## src/rtl/icache_pkg.sv

```systemverilog
// Shared definitions for the read-only direct-mapped instruction cache.
//   state_t    : controller states (S_IDLE = 0, S_ALLOC = 1)
//   BLOCK_W    : refill block width in bits (four 32-bit words)
//   MEM_ADDR_W : block address width towards the prefetch controller
//   WORD_W     : fetch word width
//   sel_word() : picks word 0..3 out of a block, word 0 in the low bits
package icache_pkg;

   localparam int unsigned BLOCK_W     = 128;
   localparam int unsigned MEM_ADDR_W  = 28;
   localparam int unsigned WORD_W      = 32;
   localparam int unsigned PROC_ADDR_W = 30;

   typedef enum logic {
      S_IDLE  = 1'b0,
      S_ALLOC = 1'b1
   } state_t;

   function automatic logic [WORD_W-1:0] sel_word(input logic [BLOCK_W-1:0] blk,
                                                  input logic [1:0]         sel);
      logic [WORD_W-1:0] w;
      case (sel)
         2'd0:    w = blk[31:0];
         2'd1:    w = blk[63:32];
         2'd2:    w = blk[95:64];
         default: w = blk[127:96];
      endcase
      return w;
   endfunction

endpackage

```

## src/rtl/icache_line_array.sv

```systemverilog
// Valid/tag/data storage for the instruction cache.
//   clk, rst                      : clock, asynchronous active-low reset (clears valid bits)
//   i_rd_index                    : combinational read index
//   o_rd_valid/o_rd_tag/o_rd_block: contents of the indexed line
//   i_we, i_wr_index, i_wr_tag,
//   i_wr_block                    : synchronous line write; also sets the valid bit
module icache_line_array
   import icache_pkg::*;
#(
   parameter int unsigned NUM_BLOCKS = 8,
   parameter int unsigned INDEX_W    = 3,
   parameter int unsigned TAG_W      = 25
) (
   input  logic               clk,
   input  logic               rst,
   input  logic [INDEX_W-1:0] i_rd_index,
   output logic               o_rd_valid,
   output logic [TAG_W-1:0]   o_rd_tag,
   output logic [BLOCK_W-1:0] o_rd_block,
   input  logic               i_we,
   input  logic [INDEX_W-1:0] i_wr_index,
   input  logic [TAG_W-1:0]   i_wr_tag,
   input  logic [BLOCK_W-1:0] i_wr_block
);

   logic [NUM_BLOCKS-1:0] r_valid;
   logic [TAG_W-1:0]      r_tag  [NUM_BLOCKS];
   logic [BLOCK_W-1:0]    r_data [NUM_BLOCKS];

   always_ff @(posedge clk or negedge rst) begin
      if (!rst) begin
         r_valid <= '0;
      end else if (i_we) begin
         r_valid[i_wr_index] <= 1'b1;
      end
   end

   // Tag and data need no reset: they are only observed through a set valid bit.
   always_ff @(posedge clk) begin
      if (i_we) begin
         r_tag[i_wr_index]  <= i_wr_tag;
         r_data[i_wr_index] <= i_wr_block;
      end
   end

   assign o_rd_valid = r_valid[i_rd_index];
   assign o_rd_tag   = r_tag[i_rd_index];
   assign o_rd_block = r_data[i_rd_index];

endmodule

```

## src/rtl/icache_ro.sv

```systemverilog
// Read-only direct-mapped instruction cache between CPU fetch and the prefetch controller.
//   clk, rst             : clock, asynchronous active-low reset
//   proc_read, proc_addr : fetch request, word address ([29:2] block, [1:0] word)
//   proc_rdata           : fetched word, valid when proc_read && !proc_stall
//   proc_stall           : combinational hold
//   mem_read, mem_addr   : registered block read request and block address
//   mem_rdata, mem_ready : refill block and its one-cycle strobe
//   hit_cnt, miss_cnt    : access statistics, present only with ICACHE_STATS_EN defined
module icache_ro
   import icache_pkg::*;
#(
   parameter int unsigned NUM_BLOCKS = 8,
   parameter int unsigned INDEX_W    = 3,
   parameter int unsigned TAG_W      = 25
) (
   input  logic                  clk,
   input  logic                  rst,
   input  logic                  proc_read,
   input  logic [PROC_ADDR_W-1:0] proc_addr,
   output logic [WORD_W-1:0]     proc_rdata,
   output logic                  proc_stall,
   output logic                  mem_read,
   output logic [MEM_ADDR_W-1:0] mem_addr,
   input  logic [BLOCK_W-1:0]    mem_rdata,
   input  logic                  mem_ready
`ifdef ICACHE_STATS_EN
   ,
   output logic [31:0]           hit_cnt,
   output logic [31:0]           miss_cnt
`endif
);

   state_t                r_state;
   logic                  r_mem_read;
   logic [MEM_ADDR_W-1:0] r_mem_addr;

   logic [INDEX_W-1:0]    w_index;
   logic [TAG_W-1:0]      w_tag;
   logic                  w_line_valid;
   logic [TAG_W-1:0]      w_line_tag;
   logic [BLOCK_W-1:0]    w_line_block;
   logic                  w_hit;
   logic                  w_we;

   assign w_index = proc_addr[2+INDEX_W-1:2];
   assign w_tag   = proc_addr[PROC_ADDR_W-1:2+INDEX_W];

   // Refill always targets the latched block, whatever proc_addr is doing meanwhile.
   assign w_we = (r_state == S_ALLOC) && mem_ready;

   icache_line_array #(
      .NUM_BLOCKS (NUM_BLOCKS),
      .INDEX_W    (INDEX_W),
      .TAG_W      (TAG_W)
   ) u_lines (
      .clk        (clk),
      .rst        (rst),
      .i_rd_index (w_index),
      .o_rd_valid (w_line_valid),
      .o_rd_tag   (w_line_tag),
      .o_rd_block (w_line_block),
      .i_we       (w_we),
      .i_wr_index (r_mem_addr[INDEX_W-1:0]),
      .i_wr_tag   (r_mem_addr[MEM_ADDR_W-1:INDEX_W]),
      .i_wr_block (mem_rdata)
   );

   assign w_hit = w_line_valid && (w_line_tag == w_tag);

   assign proc_stall = (r_state == S_ALLOC) || (proc_read && !w_hit);
   // Output comes only from the array, never straight from mem_rdata.
   assign proc_rdata = ((r_state == S_IDLE) && proc_read && w_hit) ?
                       sel_word(w_line_block, proc_addr[1:0]) : '0;

   assign mem_read = r_mem_read;
   assign mem_addr = r_mem_addr;

   always_ff @(posedge clk or negedge rst) begin
      if (!rst) begin
         r_state    <= S_IDLE;
         r_mem_read <= 1'b0;
         r_mem_addr <= '0;
      end else begin
         case (r_state)
            S_IDLE: begin
               if (proc_read && !w_hit) begin
                  r_mem_addr <= proc_addr[PROC_ADDR_W-1:2];
                  r_mem_read <= 1'b1;
                  r_state    <= S_ALLOC;
               end
            end
            S_ALLOC: begin
               // Drop mem_read together with the fill so the downstream block does not re-arm.
               if (mem_ready) begin
                  r_mem_read <= 1'b0;
                  r_state    <= S_IDLE;
               end
            end
         endcase
      end
   end

`ifdef ICACHE_STATS_EN
   logic [31:0] r_hit_cnt;
   logic [31:0] r_miss_cnt;
   logic        r_replay;

   always_ff @(posedge clk or negedge rst) begin
      if (!rst) begin
         r_hit_cnt  <= '0;
         r_miss_cnt <= '0;
         r_replay   <= 1'b0;
      end else begin
         // The replayed access after a refill was already counted as a miss.
         r_replay <= w_we;
         if (r_state == S_IDLE && proc_read) begin
            if (!w_hit) begin
               r_miss_cnt <= r_miss_cnt + 32'd1;
            end else if (!r_replay) begin
               r_hit_cnt <= r_hit_cnt + 32'd1;
            end
         end
      end
   end

   assign hit_cnt  = r_hit_cnt;
   assign miss_cnt = r_miss_cnt;
`endif

endmodule
```

## config.mk

```make
export PLATFORM = sky130hd
export DESIGN_NAME = icache_ro
export DESIGN_NICKNAME = d
export VERILOG_FILES = /design/src/rtl/icache_pkg.sv /design/src/rtl/icache_line_array.sv /design/src/rtl/icache_ro.sv
export SDC_FILE = /design/constraint.sdc
export NUM_CORES = 1
export LEC_CHECK = 0
export CAP_MARGIN = 10
export CORE_ASPECT_RATIO = 1.75
export CORE_UTILIZATION = 56
export DETAILED_ROUTE_END_ITERATION = 6
export PLACE_DENSITY = 0.87
export SYNTH_ARGS = -nofsm -noshare
export SYNTH_HDL_FRONTEND = slang
export SYNTH_SLANG_ARGS = --single-unit
```

## constraint.sdc

```tcl
create_clock -name clk -period 15.8 [get_ports clk]
set_input_delay 4.74 -clock clk [delete_from_list [all_inputs] [get_ports clk]]
set_output_delay 4.74 -clock clk [all_outputs]
set_load 0.02 [all_outputs]
```

==> flow_summary.toml <==
[logic_synthesis]
ys.flop_type = "edfxtp_1"
synth_top_area_share_pct = 76.2
syn_avg_cell_area_um2 = 24.5
synthTopCellsByCount = "edfxtp_1, mux4_2, mux2i_1"
yosys-top-cells-area = "edfxtp_1, mux4_2, dfrtp_1"
seq_area_frac_synth_pct = 78.2
yosys_warnings = 0
synth_top_cell_by_area = "edfxtp_1"
postSynthCellCount = 1972
synth_enable_flop_cells = 1224
synthArstFlopShare_pct = 3.01
synth_nets = 2134
ys_seq_elements = 1262
syn_area_um2 = 48200
yosysMostFrequentCell = "edfxtp_1"
synth.distinct_cells = 36

[clock_network]
cts_buffers = 108
post-cts-setup-buffer-count = 0
cts-root-buf = "clkbuf_16"
htreeDepth = 3
clock_latency_ns = 0.66
holdBufCountCts = 0
clockBufferDepth = 3
cts_tree = "yes"
cts_resized = 0
clkTransAtPathRegs_ns = 0.06
clock_sinks = 1262

[sta]
holdWs_ns = 0.468
period_share_pct = 87.3
setup_viol = 0
fmax_mhz = 72.5
finalCriticalPeriod_ns = 13.80
fin_skew_ns = 0.0141
rsz0062_at_grt = "false"
slew_violations = 0
slew_headroom_pct = 27.3
timing.final.ws_setup_ns = 2.00
setup_tns_ns = 0
finalHoldViolations = 0
max_slew.worst_pin.slew_ns = 1.09

[finish]
fin_nets = 2403
stdcell_count = 3493
drive_gt1_share_pct = 26.1
syn_to_final_growth_pct = 14.9

[critical_path]
r2r_cells = 8
rrSetupSlack_ns = 12.30
r2r-end = "mem_addr[25]"
path_max_fanout = 62
critPathKind = "primary input to output port"
cp-end-kind = "output port"
start_kind = "primary input"
r2r-start = "u_lines.r_tag[7][8]"
cp.arrival_ns = 9.06
worstPathRequired_ns = 11.06

[global_route]
antenna_found_initial = 26
grt_pass1_vias = 23300
grt_max_degree = 131
grt-ovfl-total = 0
grt_pass1_wl_um = 160000
grt_usage_pct = 25.8

[flow_run]
maxCapViolations = 0

[min_path]
hold_class = "flop to flop"
whs_endpoint = "u_lines.r_valid[5]"
hp-start = "u_lines.r_valid[5]"
whs_path_depth = 1

[place]
pre_cts_slack_ns = 2.10
hpwl_um = 60900
dp.cells = 3283
place.gp.congestion = 0.786
portBuffers = 223

[floorplanning]
die_w_um = 224
rows = 142
start_util_pct = 56.4
die_y_um = 390
die-area_um2 = 87300
ioPinCount = 224
core_um2 = 85500

[routing]
drt_iter0_markers = 2644
drc = 0
vias = 22400
drt_wl_total_um = 111000
drt_first_pass_iters = 6
wire_per_inst_um = 31.7
ant_nets = 0
vias_per_cell = 6.40

[pwr]
switching_share_pct = 21.7
peakVddDrop_mv = 0.121
power.density_nw_per_um2 = 129
power_frac_clock_pct = 37.3
p_leak_uw = 0.0176
p_total_uw = 7160
power_switching_uw = 1550
p_seq_share_pct = 55.0
p_int_uw = 5600
combinationalPowerShare_pct = 7.7

[outcome]
status = "finished, final reports clean"
cell usage in the layout, fill, tap and decap left out, drive strengths merged, types with 4 or more instances in the layout:
cell type	synthesis	layout
edfxtp	1224	1224
mux2i	85	85
mux4	350	350
clkbuf	51	134
a22oi	16	16
nor2	40	40
clkinv	0	40
and3	7	7
inv	1	6
diode	0	8
clkinvlp	0	11
mux2	34	34
a21oi	8	8
bufinv	0	12
o21ai	5	5
or2	9	9
o22ai	4	4
nand2b	4	4
dfrtp	38	38
clkdlybuf4s50	0	217
buf	49	42
nand2	5	5
xor2	12	12
power groups by stage:
stage,clock [µW],sequential (µW),combinational (µW)
after floorplan,0,4010,295
after global placement,0,3980,532
after CTS,2700,3930,558
after global routing,2820,3940,577
after detailed placement,0,4000,550
final,2670,3930,551
flip-flops by register name, indices dropped and copies added (netlist names):
| register | cells |
|---|---|
| mem_addr | 28 |
| mem_read | 1 |
| u_lines.r_valid | 8 |
| u_lines.r_tag | 200 |
| u_lines.r_data | 1024 |
| r_state | 1 |
per-layer routing:
metal / track usage (%) / up-vias / part of all wire (%)
met3: 4.85 / 235 / 7.4
met2: 46.9 / 1251 / 55
met5: 0 / - / 0.13
li1: - / 9005 / -
met1: 30.4 / 11900 / 34
met4: 9.32 / 22 / 3.6
worst max-delay path by stage:
stage	from	end	slack, ns	depth (start not counted)
after floorplan	mem_ready	u_lines.r_valid[2]	3.53	4
after detailed placement	proc_addr[2]	proc_rdata[19]	2.10	11
final	proc_addr[2]	proc_rdata[19]	2.00	11
after global routing	proc_addr[2]	proc_rdata[19]	1.73	11
after CTS	proc_addr[2]	proc_rdata[19]	1.94	11
after global placement	proc_addr[2]	proc_rdata[18]	2.38	11
critical path, stage by stage:
cell             delay [ns]
buf_8                  0.52
buf_4                  0.79
mux4_2                 0.37
mux2i_1                0.08
a21oi_1                0.16
o21ai_0                0.27
nor4_2                 0.57
nand4b_1               0.19
buf_4                  0.31
nor2_1                 0.26
clkdlybuf4s50_1        0.69
per-stage QoR:
stage                     area [µm²]  utilization [%]
after detailed placement       51800             60.6
after global routing           55400             64.9
after CTS                      55400             64.8
after floorplan                48200                -
after global placement         51800             60.6
final                          55400             64.9
cells by family after synthesis:
logic type	count (synthesis)	synth area share, %
DFF	1262	78.2
muxes	469	19.1
buffers and inverters	101	0.968
and+or+nand+nor	83	0.874
AOI/OAI and AO/OA	43	0.604
xor gates and xnor gates	14	0.254
area by class of cell:
class	count	area (µm²)
flip-flops and latches	1262	37700
fillers	5138	30000
multi-input cells	609	10100
clock buffers	134	2900
repair buffers	259	2540
well taps	1152	1440
clock inverters	68	681
diodes	8	20.0
inverters	1	3.75
Note: power is estimated with default switching activity, not from simulation.
